==> src/rtl/temp_channel_scheduler.sv <==
// Purpose : round-robin arbiter sharing one temperature calculator between 4 sensor channels.
// Latency : grant one edge after req is seen, result/ack SETTLE edges later (SETTLE+1 cycles per conversion).
// Backpressure: requesters hold req until their one-cycle ack; req is ignored while a conversion is in flight.
//
// Ports:
//   clk, rst_n         - clock, asynchronous active-low reset
//   req[3:0]           - per-channel conversion request
//   sensor_val[15:0]   - channel i nibble on [4i+3:4i]
//   calc_sensor[3:0]   - registered operand to the shared calculator
//   calc_temp[7:0]     - combinational calculator result
//   limit[7:0]         - over-temperature threshold (unsigned)
//   ack[3:0]           - one-hot completion pulse to the served channel
//   temp_out/temp_ch   - last captured temperature and its channel
//   temp_valid         - one-cycle pulse when temp_out/temp_ch update
//   over_temp          - last captured temp_out > limit
//   busy               - conversion in progress
module temp_channel_scheduler #(
    parameter int unsigned SETTLE = 1
) (
    input  logic        clk,
    input  logic        rst_n,
    input  logic [3:0]  req,
    input  logic [15:0] sensor_val,
    output logic [3:0]  calc_sensor,
    input  logic [7:0]  calc_temp,
    input  logic [7:0]  limit,
    output logic [3:0]  ack,
    output logic [7:0]  temp_out,
    output logic [1:0]  temp_ch,
    output logic        temp_valid,
    output logic        over_temp,
    output logic        busy
);

    localparam logic [3:0] SETTLE_LOAD = 4'(SETTLE - 1);

    typedef enum logic {
        IDLE = 1'b0,
        CALC = 1'b1
    } state_t;

    state_t     state;
    logic [1:0] lastCh;
    logic [1:0] grantCh;
    logic [3:0] settleCnt;

    logic [1:0] pickCh;
    logic [3:0] pickNibble;

    // Round-robin search starting just after the last granted channel.
    // Offset 4 wraps back to lastCh itself, so a lone requester is re-granted.
    always_comb begin
        logic [1:0] cand;
        logic       found;
        pickCh = lastCh;
        found  = 1'b0;
        cand   = lastCh;
        for (int k = 1; k <= 4; k++) begin
            cand = lastCh + 2'(k);
            if (!found && req[cand]) begin
                pickCh = cand;
                found  = 1'b1;
            end
        end
    end

    always_comb begin
        pickNibble = 4'd0;
        case (pickCh)
            2'd0: pickNibble = sensor_val[3:0];
            2'd1: pickNibble = sensor_val[7:4];
            2'd2: pickNibble = sensor_val[11:8];
            2'd3: pickNibble = sensor_val[15:12];
            default: pickNibble = 4'd0;
        endcase
    end

    assign busy = (state == CALC);

    always_ff @(posedge clk or negedge rst_n) begin
        if (!rst_n) begin
            state       <= IDLE;
            calc_sensor <= 4'd0;
            temp_out    <= 8'd0;
            temp_ch     <= 2'd0;
            temp_valid  <= 1'b0;
            ack         <= 4'd0;
            over_temp   <= 1'b0;
            settleCnt   <= 4'd0;
            grantCh     <= 2'd0;
            lastCh      <= 2'd3;
        end else begin
            case (state)
                IDLE: begin
                    // Pulses from the previous capture last exactly one cycle.
                    temp_valid <= 1'b0;
                    ack        <= 4'd0;
                    if (req != 4'd0) begin
                        calc_sensor <= pickNibble;
                        grantCh     <= pickCh;
                        lastCh      <= pickCh;
                        settleCnt   <= SETTLE_LOAD;
                        state       <= CALC;
                    end
                end
                CALC: begin
                    // Operand is frozen in calc_sensor, so req/sensor_val changes
                    // here cannot disturb the conversion.
                    if (settleCnt == 4'd0) begin
                        temp_out   <= calc_temp;
                        temp_ch    <= grantCh;
                        temp_valid <= 1'b1;
                        ack        <= 4'b0001 << grantCh;
                        over_temp  <= (calc_temp > limit);
                        state      <= IDLE;
                    end else begin
                        settleCnt <= settleCnt - 4'd1;
                    end
                end
                default: state <= IDLE;
            endcase
        end
    end

endmodule

==> config.mk <==
export PLATFORM = sky130hd
export DESIGN_NAME = temp_channel_scheduler
export DESIGN_NICKNAME = d
export VERILOG_FILES = /design/src/rtl/temp_channel_scheduler.sv
export SDC_FILE = /design/constraint.sdc
export NUM_CORES = 1
export LEC_CHECK = 0
export CORE_UTILIZATION = 45
export CTS_CLUSTER_SIZE = 30
export DETAILED_ROUTE_END_ITERATION = 12
export GPL_ROUTABILITY_DRIVEN = 1
export HOLD_SLACK_MARGIN = 0.05
export PLACE_DENSITY = 0.77
export SKIP_CTS_REPAIR_TIMING = 1
export SYNTH_ARGS = -nofsm -noshare
export SYNTH_HDL_FRONTEND = slang
export SYNTH_SLANG_ARGS = --single-unit
export TNS_END_PERCENT = 100
==> constraint.sdc <==
create_clock -name clk -period 2.45 [get_ports clk]
set_input_delay 0.49 -clock clk [delete_from_list [all_inputs] [get_ports clk]]
set_output_delay 0.49 -clock clk [all_outputs]
set_load 0.05 [all_outputs]
==> results.yml <==
yosys:
  post-synth-top-count-cell: "dfrtp_1"
  synthTopCellsByArea: "dfrtp_1 (41%), ha_1 (6.8%), mux2_2 (6.8%)"
  ys_types: 39
  async_flop_share_pct: 100
  synthMuxAreaShare_pct: 9.27
  synth_area_mm2: 0.00165
  synth_top_area_share_pct: 41.0
  synth_top_cells_by_count: "dfrtp_1 (27), nand2_1 (13), inv_1 (12), nor2_1 (12), mux2_2 (10)"
  synth-xor-area-share_pct: 1.06
  synth_edf_count: 0
  synthCells: 161
  synth_ff_type: "dfrtp_1"
  synth_top_family_by_area: "simple AND/OR/NAND/NOR gates"
  yosys.area_share.simple_pct: 19.1
  yosys.area.top_type: "dfrtp_1"
  synth_compound_area_share_pct: 14.6
  synth_fa_ha_area_share_pct: 6.84
  synth_nets: 208
  ys_ff_latch: 29
  syn_area_per_cell_um2: 10.2
  synth-seq-area-share_pct: 44.2
  yosys_warnings: 0
power:
  power.switching_w: 0.00144
  max-vdd-ir-drop_uv: 453
  power_frac_clock_pct: 12.9
  combPwrFrac_pct: 58.3
  seq_power_share_pct: 28.8
  powerDensity_mw_per_mm2: 1340
  intPower_w: 0.00171
  p_sw_share_pct: 45.8
  power_leakage_nw: 1.03
routing:
  ant_nets: 0
  drc_errors: 0
  via_per_inst: 5.38
  dr.pass1.iters: 4
  first_iter_violations: 51
  drt-total-wl_um: 3650
  routedWlPerCell_um: 13.5
  vias: 1452
global_route:
  globalRouteOverflowTotal: 0
  grt_max_degree: 30
  grt_usage_pct: 21.0
  grt_pass1_wl_um: 6340
  grt_pass1_vias: 1399
  antenna_found_initial: 0
floorplanning:
  pin_count: 59
  fp-row-count: 21
  die_w_um: 62.5
  initial_core_util_pct: 48.2
  core_mm2: 0.00342
  die_h_um: 62.5
  dieArea_mm2: 0.00391
placement:
  dp_cells: 262
  io_buffers: 58
  gp_congestion: 0.839
  dp_hpwl_um: 2890
final_layout:
  fillCellCount: 269
  fin_cells: 270
  antenna_cells: 0
  nets: 270
  area_growth_syn_to_layout_pct: 42.6
  drive_above_1_share_pct: 11.6
clocking:
  htree_levels: 2
  cts_made_buffers: 5
  cts_root_buf: "clkbuf_4"
  path_clk_slew_ns: 0.09
  cts_tree: "yes"
  clockBufferDepth: 2
  insertion_delay_ns: 0.32
  cts.sinks: 29
timing:
  fmax_mhz: 456
  fin_crit_sh_pct: 89.6
  slew_headroom_pct: 62.9
  rsz0062_at_grt: "no"
  period_needed_ns: 2.19
  final-setup-viol-count: 0
  tightestPinTransition_ns: 0.557
  setup_tns_ns: 0
  hold_violations: 0
  slew_violations: 0
  fin_skew_ns: 0.00760
worst_setup_path:
  crit_path_end_kind: "primary output"
  critPathLaunchType: "flip-flop"
  path_class: "reg2out"
  crit_chain: "clkdlybuf4s50_1"
  arrival_ns: 1.70
  crit_fanout: 11
  cp_slowest_cell: "clkdlybuf4s50_1"
  crit_start: "busy$_DFF_PN0_"
  critical-path-max-stage-delay_ns: 0.87
  cp.required_ns: 1.96
  reg2reg_from: "settleCnt[0]$_DFFE_PN0P_"
  crit_family: "buffers and inverters"
  worst-path-buf-inv: 1
run_status:
  run_status: "finished clean"
min_path:
  hold_class: "reg2reg"
  hp-start: "temp_valid$_DFFE_PN0P_"
flow_run:
  maxCapViolations: 0
-- logic make-up after synthesis --
family	count (synthesis)
simple gates	54
compound gates	36
buf+inv	17
fa+ha+maj	9
mux	14
xor+xnor	2
flops	29
-- worst reg2reg max path: stages (launching register included) --
cell,delay (ns)
dfrtp_1,0.41
inv_1,0.06
ha_1,0.18
nor3b_2,0.31
and2_1,0.54
mux2_2,0.40
-- stage by stage --
step	area (µm²)	total power, W	worst slack (ns)	hold slack, ns	util [%]
after floorplan	1650	0.00221	0.661	0.194	-
after global placement	2260	0.00270	0.333	0.472	66.3
after detailed placement	2260	0.00276	0.187	0.486	66.3
after CTS	2350	0.00318	0.220	0.508	68.8
after global routing	2350	0.00336	0.156	0.529	68.8
final	2350	0.00315	0.256	0.508	68.8
-- registers in the layout, summed over array words and instances, names as in the netlist --
| name | count |
|---|---|
| temp_ch | 2 |
| settleCnt | 4 |
| temp_valid | 1 |
| lastCh | 2 |
| over_temp | 1 |
| grantCh | 2 |
| ack | 4 |
| temp_out | 8 |
| calc_sensor | 4 |
| busy | 1 |
-- cells in the final DEF, fill, tap and decap left out, types with 3 or more instances in the layout --
cell	instances
clkdlybuf4s50_1	58
dfrtp_1	27
nand2_1	13
inv_1	12
nor2_1	12
mux2_2	10
a21oi_1	9
ha_1	9
nand3_1	5
clkbuf_4	5
a21o_1	4
o21ai_0	4
mux2i_1	4
and4_1	4
o31a_1	4
o211ai_1	4
nand2b_1	3
nor2b_1	3
a21boi_0	3
o21a_1	3
-- layer usage --
metal,vias up,global-route usage (%),share of wire [%]
li1,702,-,-
met1,679,21.8,39
met2,69,39.8,54
met3,2,5.29,6.8
met4,0,7.85,0.74
met5,-,0,0
-- worst paths after layout --
kind	to	slack, ns	depth (start not counted)
worst min-delay path	temp_valid$_DFFE_PN0P_	0.51	1
min in group asynchronous	ack[3]$_DFFE_PN0P_	0.54	2
worst max-delay path	busy	0.26	1
worst max register to register	temp_out[0]$_DFFE_PN0P_	0.45	5
max in group asynchronous	lastCh[1]$_DFFE_PN1P_	1.59	2
worst min register to register	temp_valid$_DFFE_PN0P_	0.51	1
-- final cells by class --
type	instances	area [µm²]	share of cell area [%]
multi-input combinational	115	837	35.6
sequential	29	728	31.0
timing repair buffer	60	596	25.4
tap	46	57.6	2.45
clock buffer	7	55.1	2.34
inverter	12	45.0	1.92
clock inverter	1	30.0	1.28
-- power groups by stage --
stage / clock network (W) / registers [W] / logic [W]
2_1_floorplan: 0 / 0.00145 / 0.000758
5_1_grt: 0.000445 / 0.000947 / 0.00197
3_3_place_gp: 0 / 0.000900 / 0.00180
6_report: 0.000406 / 0.000906 / 0.00184
3_5_place_dp: 0 / 0.000919 / 0.00184
4_1_cts: 0.000419 / 0.000909 / 0.00185
Power figures use the tool's default switching activity.
